`src/rtl/nn_layer_pkg.sv`:
```
// Shared definitions for the dense-layer inference pipeline: data width default,
// classifier FSM state type and the index-width helper.
package nn_layer_pkg;

  localparam int DEFAULT_WIDTH = 16;

  typedef enum logic [1:0] {
    COLLECT,
    EMIT_IDX,
    EMIT_VAL
  } state_t;

  // Width of an index into a frame of m values (m >= 2).
  function automatic int idx_width(input int m);
    return (m > 1) ? $clog2(m) : 1;
  endfunction

endpackage

```
`src/rtl/argmax_tracker.sv`:
```
// Running-maximum tracker: holds the best value/index of the current frame.
// Optional ARGMAX_VALUE_OUT_EN exposes the registered maximum value.
module argmax_tracker
  import nn_layer_pkg::*;
#(
  parameter int WIDTH = DEFAULT_WIDTH,
  parameter int IDXW  = 4
) (
  input  logic                    clk,
  input  logic                    reset,
  input  logic                    load,
  input  logic                    first,
  input  logic signed [WIDTH-1:0] value,
  input  logic        [IDXW-1:0]  index,
`ifdef ARGMAX_VALUE_OUT_EN
  output logic signed [WIDTH-1:0] max_val_q,
`endif
  output logic        [IDXW-1:0]  nxt_idx
);

  logic signed [WIDTH-1:0] max_val;
  logic signed [WIDTH-1:0] nxt_val;
  logic        [IDXW-1:0]  max_idx;
  logic                    take;

  // Strict signed compare: ties keep the earlier (lower) index.
  assign take    = load && (first || (value > max_val));
  assign nxt_val = take ? value : max_val;
  assign nxt_idx = take ? index : max_idx;

  // NOTE: sequential state uses non-blocking assignments so every register
  // samples pre-edge values regardless of process evaluation order.
  always_ff @(posedge clk or posedge reset) begin
    if (reset) begin
      max_val <= '0;
      max_idx <= '0;
    end else begin
      max_val <= nxt_val;
      max_idx <= nxt_idx;
    end
  end

`ifdef ARGMAX_VALUE_OUT_EN
  assign max_val_q = max_val;
`endif

endmodule

```
`src/rtl/layer_argmax_16.sv`:
```
// Argmax classifier stage: collects M streamed layer outputs and emits the winning
// class index (and, with ARGMAX_VALUE_OUT_EN defined, the maximum value as a second beat).
module layer_argmax_16
  import nn_layer_pkg::*;
#(
  parameter int M     = 16,
  parameter int WIDTH = DEFAULT_WIDTH,
  parameter int IDXW  = idx_width(M)
) (
  input  logic                    clk,
  input  logic                    reset,
  input  logic                    s_valid,
  output logic                    s_ready,
  input  logic signed [WIDTH-1:0] data_in,
  output logic                    m_valid,
  input  logic                    m_ready,
  output logic signed [WIDTH-1:0] data_out
);

  state_t          state, state_nxt;
  logic [IDXW:0]   cnt;
  logic            accept;
  logic            last;
  logic [IDXW-1:0] nxt_idx;
`ifdef ARGMAX_VALUE_OUT_EN
  logic signed [WIDTH-1:0] max_val;
`endif

  // s_ready is only ever high in COLLECT, so accept implies COLLECT.
  assign accept = s_valid && s_ready;
  assign last   = (cnt == (IDXW+1)'(M-1));

  argmax_tracker #(
    .WIDTH (WIDTH),
    .IDXW  (IDXW)
  ) u_tracker (
    .clk       (clk),
    .reset     (reset),
    .load      (accept),
    .first     (cnt == '0),
    .value     (data_in),
    .index     (cnt[IDXW-1:0]),
`ifdef ARGMAX_VALUE_OUT_EN
    .max_val_q (max_val),
`endif
    .nxt_idx   (nxt_idx)
  );

  // NOTE: next-state is assigned a default first so no path leaves it
  // unassigned, which would otherwise infer a latch.
  always_comb begin
    state_nxt = state;
    case (state)
      COLLECT:  if (accept && last) state_nxt = EMIT_IDX;
`ifdef ARGMAX_VALUE_OUT_EN
      EMIT_IDX: if (m_ready) state_nxt = EMIT_VAL;
      EMIT_VAL: if (m_ready) state_nxt = COLLECT;
`else
      EMIT_IDX: if (m_ready) state_nxt = COLLECT;
`endif
      default:  state_nxt = COLLECT;
    endcase
  end

  // Handshake flags are registered from the next state, so s_ready stays low
  // until the first edge after reset releases.
  always_ff @(posedge clk or posedge reset) begin
    if (reset) begin
      state    <= COLLECT;
      s_ready  <= 1'b0;
      m_valid  <= 1'b0;
      cnt      <= '0;
      data_out <= '0;
    end else begin
      state   <= state_nxt;
      s_ready <= (state_nxt == COLLECT);
      m_valid <= (state_nxt != COLLECT);
      if (accept) cnt <= last ? '0 : cnt + (IDXW+1)'(1);
      // Index comes from the tracker's next value so it includes the last beat.
      if (accept && last) data_out <= WIDTH'(nxt_idx);
`ifdef ARGMAX_VALUE_OUT_EN
      else if (state == EMIT_IDX && m_ready) data_out <= max_val;
`endif
    end
  end

endmodule

```
`config.mk`:
```
export PLATFORM = sky130hd
export DESIGN_NAME = layer_argmax_16
export DESIGN_NICKNAME = d
export VERILOG_FILES = /design/src/rtl/nn_layer_pkg.sv /design/src/rtl/argmax_tracker.sv /design/src/rtl/layer_argmax_16.sv
export SDC_FILE = /design/constraint.sdc
export NUM_CORES = 1
export LEC_CHECK = 0
export CORE_MARGIN = 5
export CORE_UTILIZATION = 52
export CTS_CLUSTER_DIAMETER = 120
export CTS_CLUSTER_SIZE = 20
export DETAILED_ROUTE_END_ITERATION = 6
export GPL_TIMING_DRIVEN = 0
export PLACE_DENSITY = 0.78
export SYNTH_ARGS = -nofsm -noshare
export SYNTH_HDL_FRONTEND = slang
export SYNTH_SLANG_ARGS = --single-unit
export TNS_END_PERCENT = 30
```
`constraint.sdc`:
```
create_clock -name clk -period 7.5 [get_ports clk]
set_input_delay 1.125 -clock clk [delete_from_list [all_inputs] [get_ports clk]]
set_output_delay 1.125 -clock clk [all_outputs]
set_load 0.05 [all_outputs]
```
==> key figures <==
Yosys
  • Avg Cell Area, Syn: 9.689 um^2
  • Syn Std Cell Area: 0.001889 mm^2
  • Ys Warns: 0
  • Synth async-reset ratio: 100.0%
  • Post-synth top area share: 43.71%
  • EDFF count, synth: 0
  • Register area share after synthesis: 43.71%
  • Largest cells by area after synthesis: dfrtp_1, ha_1, buf_4, o21ai_0, nand3_1
  • Post-synth cell types: 35
  • Prevailing post-synth register cell: dfrtp_1
  • Top cells by count, synth: dfrtp_1, inv_1, o21ai_0
  • Synth area leader: dfrtp_1
  • Synth Instances: 195
  • Most common cell in the netlist: dfrtp_1
  • Synthesized flop and latch total: 33

Routing
  • Drt drc: 0
  • First drt pass iteration count: 4
  • Met3 WL post-DR: 159 um
  • Routed WL: 3475 um
  • Detailed Route Iter0 Violations: 65
  • DR vias/cell: 5.049
  • Routed WL per cell: 12.15 um
  • Antenna Nets Post-Route: 0
  • Vias: 1444
  • Max Used Layer: met4
  • Post-Route M1 WL: 1648 um
  • Metal2 WL: 1589 um

Clock network
  • Setup bufs post-CTS: 0
  • H-tree depth: 2
  • Worst-path clk slew: 110 ps
  • Root buf cell: clkbuf_4
  • Worst-Skew Late Latency: 340 ps
  • Post-cts hold buffer count: 0
  • Number of CTS-inserted buffers: 5
  • Clk sinks: 33
  • Post-cts gate resize count: 0
  • CTS tree: done
  • Clk buf depth: 2

Status
  • Status: finished, final reports clean

Layout
  • Fin nets: 277
  • Layout cell share with drive strength beyond 1: 13.75%
  • Final instance area: 0.002297 mm^2
  • Layout area overhead: 21.59%
  • # fillers: 286
  • Finished Layout Cells: 286
  • Diode count: 0
  • Layout Utilization: 67.25%

Critical path
  • CP endpoint kind: flop
  • CP arrival: 4030 ps
  • Critical path type: input pin to flop
  • CP max stage cell: o211ai_1
  • Critical Path Start Type: input pin
  • Worst Path Buf+Inv: 3
  • CP top delay family: compound AO/OA/AOI/OAI gates
  • Critical path cell sequence: clkdlybuf4s50_1, ha_1, and4_1, a221oi_1, o211ai_1, o211ai_1, and2_4, buf_6, clkbuf_1, o21ai_0
  • Crit-path max FO: 10
  • Worst path max stage delay: 630 ps
  • Most used cell, CP: o211ai_1
  • Worst EP required: 7710 ps

Flow run
  • Max cap viols: 0

STA
  • Worst slew pin tran: 747.5 ps
  • Max_slew headroom: 49.94%
  • Period minus WS final: 3821 ps
  • Fmax achieved: 261.7 MHz
  • Period utilization: 50.95%
  • RSZ-0062 raised after global routing: false
  • Final Hold Fails: 0
  • Final Skew: 6.603 ps
  • Fin worst setup slack: 3679 ps
  • Setup TNS: 0 ps
  • # setup viols final: 0
  • Final Max Tran Viols: 0

GRT
  • Largest net degree at the start of global routing: 34
  • Initial antenna violation count: 0
  • GR Util All Layers: 15.58%
  • GR Overflow Total: 0
  • First-pass GRT wire length: 6147 um
  • Vias in the first global route: 1400

Power and ir drop
  • Clock Power Share: 12.4%
  • Pwr dens: 343.7 mW/mm^2
  • Combinational Power Share: 51.1%
  • Peak supply drop: 0.1721 mV
  • Internal power: 458.5 uW
  • Switching Power: 331.1 uW
  • Net Sw Frac: 41.94%
  • Leak Pwr: 1.097 nW
  • Sequential power share: 36.4%

Floorplan
  • Initial core utilization: 55.31%
  • Num rows: 21
  • DIE WIDTH: 70.28 um
  • Chip Height: 70.28 um
  • I/O pin total: 38
  • Die ar.: 0.004939 mm^2
  • Core Box Area: 0.003416 mm^2

Placement
  • Inst Count DP: 278
  • GP Congestion: 0.8347
  • Pre-CTS setup slack: 3311 ps
  • Post-DP Area: 0.002242 mm^2
  • DP HPWL: 2676 um
  • Port Buffer Count: 25

Worst hold path
  • Hold Path Class: flop to flop
state kept, by name, summed over array words and instances (netlist names):
register           cells
cnt                    5
data_out               4
m_valid                1
s_ready                1
state                  2
u_tracker.max_idx      4
u_tracker.max_val     16
cells by family after synthesis:
kind of cell / count (synthesis) / synth area share (%)
AOI/OAI and AO/OA: 38 / 12.32
xor gates and xnor gates: 1 / 0.4637
adders and majority gates: 18 / 11.92
buffers and inverters: 40 / 11.32
DFF: 33 / 43.71
muxes: 6 / 3.774
other: 1 / 0.1985
and+or+nand+nor: 58 / 16.29
area by class of cell:
type / instances / area [um^2] / area share, %
multi-input cells: 134 / 894.6 / 38.94
well taps: 46 / 57.56 / 2.505
repair buffers: 25 / 250.2 / 10.89
clock buffers: 5 / 37.54 / 1.634
inverters: 21 / 78.83 / 3.431
flip-flops and latches: 33 / 825.8 / 35.95
plain buffers: 19 / 135.1 / 5.882
clock inverters: 3 / 17.52 / 0.7625
layer usage:
metal | up-vias | track usage [%]
li1 | 740 | -
met1 | 663 | 20.75
met2 | 34 | 23.60
met3 | 7 | 3.300
met4 | 0 | 8.298
met5 | - | 0
power by group through the flow:
stage               Clock, mW  Sequential [mW]  Combinational, mW
floorplan                   0            0.318              0.276
global placement            0            0.288              0.396
detailed placement          0            0.291              0.405
CTS                     0.101            0.287              0.406
global route            0.109            0.296              0.458
finish                 0.0980            0.288              0.404
path summary, 6_finish.rpt:
kind / endpoint / slack [ps] / start / depth (start not counted)
worst max-delay path: u_tracker.max_val[13]$_DFFE_PP0P_ / 3680 / data_in[6] / 10
worst min-delay path: m_valid$_DFF_PP0_ / 430 / state[1]$_DFF_PP0_ / 1
worst max register to register: u_tracker.max_val[13]$_DFFE_PP0P_ / 4530 / u_tracker.max_val[6]$_DFFE_PP0P_ / 10
worst min register to register: m_valid$_DFF_PP0_ / 430 / state[1]$_DFF_PP0_ / 1
max in group asynchronous: u_tracker.max_val[13]$_DFFE_PP0P_ / 5870 / reset / 2
min in group asynchronous: data_out[3]$_DFFE_PP0P_ / 1190 / reset / 2
stage by stage:
step / total power, mW / hold WS, ps
final: 0.7896 / 434.3
after global routing: 0.8627 / 454.8
after CTS: 0.7949 / 439.5
after detailed placement: 0.6960 / 423.7
after global placement: 0.6848 / 407.0
after floorplan: 0.5936 / 401.6
cell usage in the layout (no fill, tap or decap), types with 3 or more instances in the layout:
cell              n
inv_1            20
clkdlybuf4s50_1  25
and3_1            3
o211ai_1          6
nand2_1          17
mux2_2            5
dfrtp_1          33
buf_4            13
conb_1           13
a21oi_1           5
nor2_1            5
o21ai_0          19
clkbuf_1          4
nand4_1           3
nand3_1          18
clkbuf_4          5
ha_1             18
Note: power is estimated with default switching activity, not from simulation.
